--- config.mk ---
export PLATFORM = sky130hd
export DESIGN_NAME = deserializer_var
export DESIGN_NICKNAME = d
export VERILOG_FILES = /design/src/rtl/deser_pkg.sv /design/src/rtl/deserializer_var.sv
export SDC_FILE = /design/constraint.sdc
export NUM_CORES = 1
export LEC_CHECK = 0
export CORE_MARGIN = 2
export CORE_UTILIZATION = 55
export CTS_CLUSTER_SIZE = 25
export DETAILED_ROUTE_END_ITERATION = 10
export GPL_ROUTABILITY_DRIVEN = 0
export PLACE_DENSITY = 0.83
export RECOVER_POWER = 25
export SLEW_MARGIN = 20
export SYNTH_ARGS = -nofsm -noshare
export SYNTH_HDL_FRONTEND = slang
export SYNTH_SLANG_ARGS = --single-unit
--- constraint.sdc ---
create_clock -name clk_i -period 2.2 [get_ports clk_i]
set_clock_uncertainty 0.1 [all_clocks]
set_input_delay 0.33 -clock clk_i [delete_from_list [all_inputs] [get_ports clk_i]]
set_output_delay 0.33 -clock clk_i [all_outputs]
set_load 0.01 [all_outputs]
--- src/rtl/deser_pkg.sv ---
// Shared constants and state type for the variable-length deserializer.
package deser_pkg;

    localparam int DATA_W  = 16;
    localparam int MOD_W   = $clog2(DATA_W);
    localparam int MIN_LEN = 3;

    typedef enum logic {
        IDLE    = 1'b0,
        COLLECT = 1'b1
    } deser_state_t;

endpackage

--- src/rtl/deserializer_var.sv ---
// Serial-to-parallel stage: rebuilds MSB-first bursts framed by a valid strobe
// into a left-aligned word plus a bit count (0 encodes a full DATA_W word).
// Frames shorter than MIN_LEN are dropped and flagged on err_o.
module deserializer_var #(
    parameter int DATA_W  = deser_pkg::DATA_W,
    parameter int MIN_LEN = deser_pkg::MIN_LEN
) (
    input  logic                      clk_i,
    input  logic                      srst_i,
    input  logic                      data_i,
    input  logic                      data_val_i,
    output logic [DATA_W-1:0]         deser_data_o,
    output logic [$clog2(DATA_W)-1:0] deser_data_mod_o,
    output logic                      deser_data_val_o,
    output logic                      busy_o,
    output logic                      err_o
);
    import deser_pkg::*;

    localparam int CNT_W = $clog2(DATA_W);

    // Count value held while the last bit of a full word is being sampled.
    localparam logic [CNT_W-1:0] LAST_CNT = CNT_W'(DATA_W - 1);
    localparam logic [CNT_W-1:0] MIN_CNT  = CNT_W'(MIN_LEN);

    deser_state_t      state_reg;
    logic [CNT_W-1:0]  cnt_reg;
    logic [DATA_W-1:0] shift_reg;
    logic [DATA_W-1:0] word_reg;
    logic [CNT_W-1:0]  mod_reg;
    logic              val_reg;
    logic              err_reg;

    logic [CNT_W-1:0]  bit_idx;
    logic [DATA_W-1:0] shift_next;
    logic              full_hit;

    // Insert the incoming bit at the position selected by the running count.
    // cnt_reg is 0 in IDLE, so the first bit lands in the MSB.
    always_comb begin
        bit_idx             = LAST_CNT - cnt_reg;
        shift_next          = shift_reg;
        shift_next[bit_idx] = data_i;
        full_hit            = (cnt_reg == LAST_CNT);
    end

    // Frame collection FSM with registered word/count/strobe outputs.
    always_ff @(posedge clk_i) begin
        if (srst_i) begin
            state_reg <= IDLE;
            cnt_reg   <= '0;
            shift_reg <= '0;
            word_reg  <= '0;
            mod_reg   <= '0;
            val_reg   <= 1'b0;
            err_reg   <= 1'b0;
        end else begin
            val_reg <= 1'b0;
            err_reg <= 1'b0;
            case (state_reg)
                IDLE: begin
                    if (data_val_i) begin
                        shift_reg <= shift_next;
                        cnt_reg   <= CNT_W'(1);
                        state_reg <= COLLECT;
                    end
                end
                COLLECT: begin
                    if (data_val_i) begin
                        if (full_hit) begin
                            // Last bit of a full word: emit and be ready for
                            // a new first bit on the very next edge.
                            word_reg  <= shift_next;
                            mod_reg   <= '0;
                            val_reg   <= 1'b1;
                            shift_reg <= '0;
                            cnt_reg   <= '0;
                            state_reg <= IDLE;
                        end else begin
                            shift_reg <= shift_next;
                            cnt_reg   <= cnt_reg + CNT_W'(1);
                        end
                    end else begin
                        // Gap closes a partial frame; unfilled LSBs are
                        // already zero because shift_reg is cleared on close.
                        if (cnt_reg < MIN_CNT) begin
                            err_reg <= 1'b1;
                        end else begin
                            word_reg <= shift_reg;
                            mod_reg  <= cnt_reg;
                            val_reg  <= 1'b1;
                        end
                        shift_reg <= '0;
                        cnt_reg   <= '0;
                        state_reg <= IDLE;
                    end
                end
                default: state_reg <= IDLE;
            endcase
        end
    end

    assign deser_data_o     = word_reg;
    assign deser_data_mod_o = mod_reg;
    assign deser_data_val_o = val_reg;
    assign err_o            = err_reg;
    assign busy_o           = (cnt_reg != '0);

endmodule

==> results of run 1 <==
==> stage by stage <==
stage                     instances  utilization, %  cell area, um2  total power, mW
after detailed placement        307           65.00            2619           0.9300
after CTS                       315           66.99            2699            1.407
after floorplan                 241               -            2303           0.8854
after global routing            315           66.96            2698            1.443
after global placement          307           65.00            2619           0.9288
final                           315           66.96            2698            1.406
==> synthesized netlist by cell type (all sizes together), types with 7 or more instances <==
library cell | number | share of area [%]
o22ai | 15 | 4.1
buf | 17 | 4.7
o21ai | 14 | 3.0
nand2 | 8 | 1.3
clkbuf | 13 | 2.1
a221oi | 16 | 6.1
dfxtp | 43 | 37
nand4b | 8 | 3.0
a211oi | 13 | 6.8
nand2b | 7 | 1.9
mux2i | 14 | 6.1
o31ai | 8 | 2.6
nand4 | 8 | 2.2
==> tightest hold or removal path: stages, from the launching register on <==
cell,delay [ps]
dfxtp_1,310
nand2b_1,60
o21ai_1,50
==> logic make-up after synthesis <==
family	Yosys count	synth area share, %
AO/OA/AOI/OAI	78	27.87
adder cells (fa/ha/maj)	4	2.173
buffers and inverters	36	7.822
flip-flops	43	37.37
multiplexers	14	6.083
AND/OR/NAND/NOR	66	18.69
==> report_power, final <==
group	total, mW	internal (mW)	switching (mW)
registers	0.790	0.783	0.00663
logic	0.124	0.0463	0.0778
clock network	0.492	0.223	0.269
total	1.41	1.05	0.354
==> per-layer routing <==
| layer | share of wire, % | track usage [%] | vias up |
|---|---|---|---|
| met2 | 44 | 40.63 | 81 |
| met5 | 0 | 0 | - |
| met4 | 1.9 | 10.54 | 0 |
| li1 | - | - | 978 |
| met3 | 7.3 | 7.630 | 9 |
| met1 | 46 | 33.13 | 976 |
==> layout make-up <==
| type | instances | area (um2) | share of cell area (%) |
|---|---|---|---|
| multi-input cells | 162 | 1265 | 46.89 |
| flip-flops and latches | 43 | 860.8 | 31.91 |
| repair buffers | 46 | 405.4 | 15.03 |
| clock buffers | 7 | 76.32 | 2.829 |
| well taps | 50 | 62.56 | 2.319 |
| inverters | 6 | 22.52 | 0.8349 |
| clock inverters | 1 | 5.005 | 0.1855 |
==> worst max path at each step <==
stage	start	to	depth (start not counted)
after floorplan	cnt_reg[0]	deser_data_o[3]	6
after global placement	data_val_i	shift_reg[2]	6
after detailed placement	data_val_i	shift_reg[10]	6
after CTS	cnt_reg[0]	busy_o	4
after global routing	data_val_i	shift_reg[6]	6
final	cnt_reg[0]	busy_o	4
==> timing repair <==
action,4_1_cts,5_1_grt
hold endpoints to repair,0,0
gates cloned,0,0
setup endpoints to repair,1,1
resized for setup,1,1
==> run_results.csv, run 1 <==
group,metric,value,unit
synth,ys_seq_area_share,37.37,%
synth,synthFlopType,"dfxtp_1",
setup_path,worstSetupPathType,"reg2out",
synth,syn_inst,241,
synth,synth-seq-cells,43,
final_layout,synthToLayoutAreaGrowth,17.11,%
route,drt-initial-drc-count,133,
hold_path,hold_path.class,"reg2reg",
floorplanning,rows,23,
setup_path,reg2reg_from,"cnt_reg[1]",
status,status,"finished clean",
setup_path,crit_path_end_kind,"output pin",
timing,slew-limit-headroom,64.01,%
final_layout,layout-drive-gt1-share,16.60,%
setup_path,crit_slowest_cell,"or3b_4",
placement,place_ws,134.1,ps
global_route,grt_overflow,0,
hold_path,worstHoldStart,"deser_data_mod_o[2]",
synth,synthArstFlopShare,0,%
clock_network,htreeDepth,2,
timing,period_share,96.51,%
power_and_ir_drop,power_density,521.3,nW/um2
timing,fin_tns_setup,0,ps
timing,rsz0062_at_grt,"no",
clock_network,path_clk_slew,80,ps
setup_path,cpPeakStageDelay,410,ps
route,drcViolationCount,0,
route,vias,2044,
global_route,grt_usage,25.86,%
timing,timing.fmax,471.0,MHz
route,ant_nets,0,
setup_path,reg2reg_to,"shift_reg[13]",
setup_path,path_delay_family,"buffers and inverters",
global_route,grt_pass1_wl,8873,um
final_layout,nets,272,
timing,hold_ws,365.1,ps
flow_run,cap_violations,0,
final_layout,final_cell_mix,"43 x dfxtp_1, 19 x buf_4, 16 x a221oi_1",
synth,ys_types,40,
clock_network,cts_root_buf,"clkbuf_8",
floorplanning,die_h,68.72,um
clock_network,cts.sinks,43,
floorplanning,pin_count,27,
synth,syn-mean-instance-area,9.558,um2
clock_network,cts_max_path_buffers,2,
setup_path,critPathMaxFanout,5,
floorplanning,start_util,57.17,%
clock_network,cts_setup_buffers,0,
synth,yosysWarnings,0,
hold_path,min_to,"deser_data_mod_o[2]",
timing,final-hold-violation-count,0,
final_layout,diodes,0,
setup_path,critPathArrivalTime,1690,ps
power_and_ir_drop,leakage,0.9705,nW
floorplanning,fp.dieW,68.72,um
setup_path,reg2reg_depth,6,
hold_path,hold_path_depth,2,
setup_path,regToRegSetupSlack,190,ps
power_and_ir_drop,ir_drop,0.3198,mV
setup_path,crit_path_start_kind,"flop",
final_layout,nFillCells,337,
route,wirelength,5530,um
final_layout,layout_commonest_cell,"dfxtp_1",
clock_network,cts_tree,"yes",
setup_path,crit_chain,"inv_1, ha_1, or3b_4, dlygate4sd2_1",
timing,timing.final.ws_setup,76.79,ps
setup_path,crit_required,1770,ps
floorplanning,dieArea,4722,um2
synth,syn_nets,249,
synth,synth-edff-count,0,
synth,syn_area,2303,um2
route,dr.pass1.iters,4,
global_route,grt_antenna_before_repair,0,
route,viasPerCell,6.489,
placement,port-buffer-count,26,
global_route,grt_start_max_net_pins,24,
timing,slew_viol_final,0,
setup_path,cp_num_buf_inv,2,
clock_network,postCtsHoldBufs,0,
route,routedWlPerCell,17.56,um
clock_network,insertion_delay,300,ps
timing,fin_crit,2123,ps
timing,setup_viol,0,
clock_network,cts_buffers,5,
floorplanning,core,4029,um2
timing,tightestPinTransition,539.8,ps
placement,hpwl,3728,um
global_route,grt_pass1_vias,1818,
Power figures use the tool's default switching activity.
==> run 2: changes to the inputs <==
CORE_UTILIZATION = 58   (was 55)
CTS_BUF_LIST = sky130_fd_sc_hd__clkbuf_8   (was unset)
PLACE_DENSITY = 0.86   (was 0.83)
==> run 2 against run 1 <==
Against the previous run: non-clock buffer count decreased by 1; first-iteration DRC count grew 68%; wire length is 6.3% higher; clock-buffer cell count is 1 lower; clock power rose by 33%; critical path depth did not move; global-route usage grew 2.6 points; core utilization is 6.1 points higher; via count fell by 0.64%; flip-flop and latch count unchanged; power increased by 11%; setup slack gained 25 ps.
==> run_results.csv, run 2 (synthesis results as in run 1) <==
group,metric,value,unit
status,status,"finished clean",
floorplanning,core,3744,um2
flow_run,cap_violations,0,
placement,hpwl,3901,um
clock_network,cts_root_buf,"clkbuf_8",
setup_path,regToRegSetupSlack,190,ps
clock_network,cts.sinks,43,
floorplanning,pin_count,27,
timing,slew_viol_final,0,
setup_path,reg2reg_from,"cnt_reg[0]",
floorplanning,rows,22,
global_route,grt_start_max_net_pins,33,
final_layout,final_util,73.03,%
setup_path,crit_required,1770,ps
final_layout,nFillCells,268,
setup_path,crit_path_start_kind,"flop",
floorplanning,fp.dieW,67.02,um
route,drcViolationCount,0,
power_and_ir_drop,ir_drop,0.3960,mV
route,drt-initial-drc-count,223,
final_layout,layout_commonest_cell,"dfxtp_1",
clock_network,cts_buffers,5,
final_layout,diodes,0,
timing,rsz0062_at_grt,"no",
placement,place_ws,-109.9,ps
setup_path,crit_start,"cnt_reg[1]",
clock_network,cts_tree,"yes",
global_route,grt_antenna_before_repair,0,
timing,timing.final.ws_setup,101.4,ps
global_route,grt_usage,28.50,%
timing,setup_viol,0,
route,wirelength,5878,um
hold_path,hold_path_depth,2,
global_route,grt_overflow,0,
final_layout,nets,271,
route,routedWlPerCell,18.84,um
clock_network,insertion_delay,310,ps
setup_path,cp-endpoint,"busy_o",
placement,place_inst,304,
placement,port-buffer-count,26,
route,dr.pass1.iters,8,
timing,hold_ws,374.9,ps
setup_path,crit_path_end_kind,"output pin",
final_layout,synthToLayoutAreaGrowth,18.69,%
setup_path,worstSetupPathType,"reg2out",
timing,final-hold-violation-count,0,
route,viasPerCell,6.510,
route,vias,2031,
floorplanning,die_h,67.02,um
timing,slew-limit-headroom,60.93,%
clock_network,htreeDepth,2,
clock_network,path_clk_slew,90,ps
floorplanning,start_util,61.53,%
setup_path,critPathArrivalTime,1670,ps
final_layout,seq_area,860.8,um2
final_layout,final_cell_mix,"43 x dfxtp_1, 19 x buf_4, 16 x a221oi_1",
floorplanning,dieArea,4492,um2
setup_path,critPathMaxFanout,5,
timing,fin_crit,2099,ps
global_route,grt_pass1_vias,1887,
power_and_ir_drop,power_density,572.5,nW/um2
timing,tightestPinTransition,584.1,ps
setup_path,reg2reg_to,"deser_data_o[9]",
hold_path,hold_path.class,"reg2reg",
final_layout,layout-drive-gt1-share,17.80,%
final_layout,finalNonFillerCells,312,
final_layout,multi_input_area,1271,um2
power_and_ir_drop,leakage,0.9838,nW
route,ant_nets,0,
timing,timing.fmax,476.5,MHz
timing,period_share,95.39,%
clock_network,cts_max_path_buffers,2,
setup_path,reg2reg_depth,5,
global_route,grt_pass1_wl,9515,um
run 2: critical path: stages (launching register included):
cell and delay [ps]:
dfxtp_1 360, inv_1 120, ha_1 170, or3b_1 400, dlygate4sd2_1 310
run 2: how the worst min path moves through the flow:
stage	slack [ps]	endpoint	startpoint
after CTS	380	shift_reg[0]	shift_reg[0]
after detailed placement	370	shift_reg[0]	shift_reg[0]
after global placement	350	deser_data_mod_o[3]	deser_data_mod_o[3]
after global routing	390	deser_data_mod_o[3]	deser_data_mod_o[3]
final	370	deser_data_mod_o[3]	deser_data_mod_o[3]
after floorplan	340	shift_reg[0]	shift_reg[0]
run 2: per-layer routing:
| layer | GRT usage [%] | share of wire, % |
|---|---|---|
| met5 | 0 | 0 |
| met4 | 10.20 | 1.3 |
| met3 | 5.574 | 6.7 |
| met2 | 42.45 | 46 |
| met1 | 40.48 | 46 |
run 2: area by class of cell:
class / count / area share (%)
Clock buffer: 6 / 3.021
Clock inverter: 2 / 1.281
Inverter: 6 / 0.8238
Multi-Input combinational cell: 162 / 46.50
Sequential cell: 43 / 31.49
Tap cell: 48 / 2.197
Timing Repair Buffer: 45 / 14.69
run 2: through the flow:
step / area, um2 / total power [mW] / setup TNS (ps)
floorplan: 2303 / 0.8854 / 0
global placement: 2609 / 0.9222 / -422.0
detailed placement: 2609 / 0.9255 / -1064
CTS: 2725 / 1.556 / 0
global route: 2734 / 1.598 / 0
finish: 2734 / 1.565 / 0
run 2: where the power goes:
| part | switching, mW | internal (mW) | leakage (nW) | total [mW] |
|---|---|---|---|---|
| sequential | 0.00733 | 0.783 | 0.347 | 0.790 |
| clock | 0.285 | 0.368 | 0.0612 | 0.653 |
| combinational | 0.0797 | 0.0424 | 0.576 | 0.122 |
| total | 0.372 | 1.19 | 0.984 | 1.57 |
run 2: timing repair:
item	4_1_cts	5_1_grt
resized for setup	1	3
setup buffers	0	0
hold buffers	0	0
pin swaps	0	0
endpoints found under the setup margin	1	7
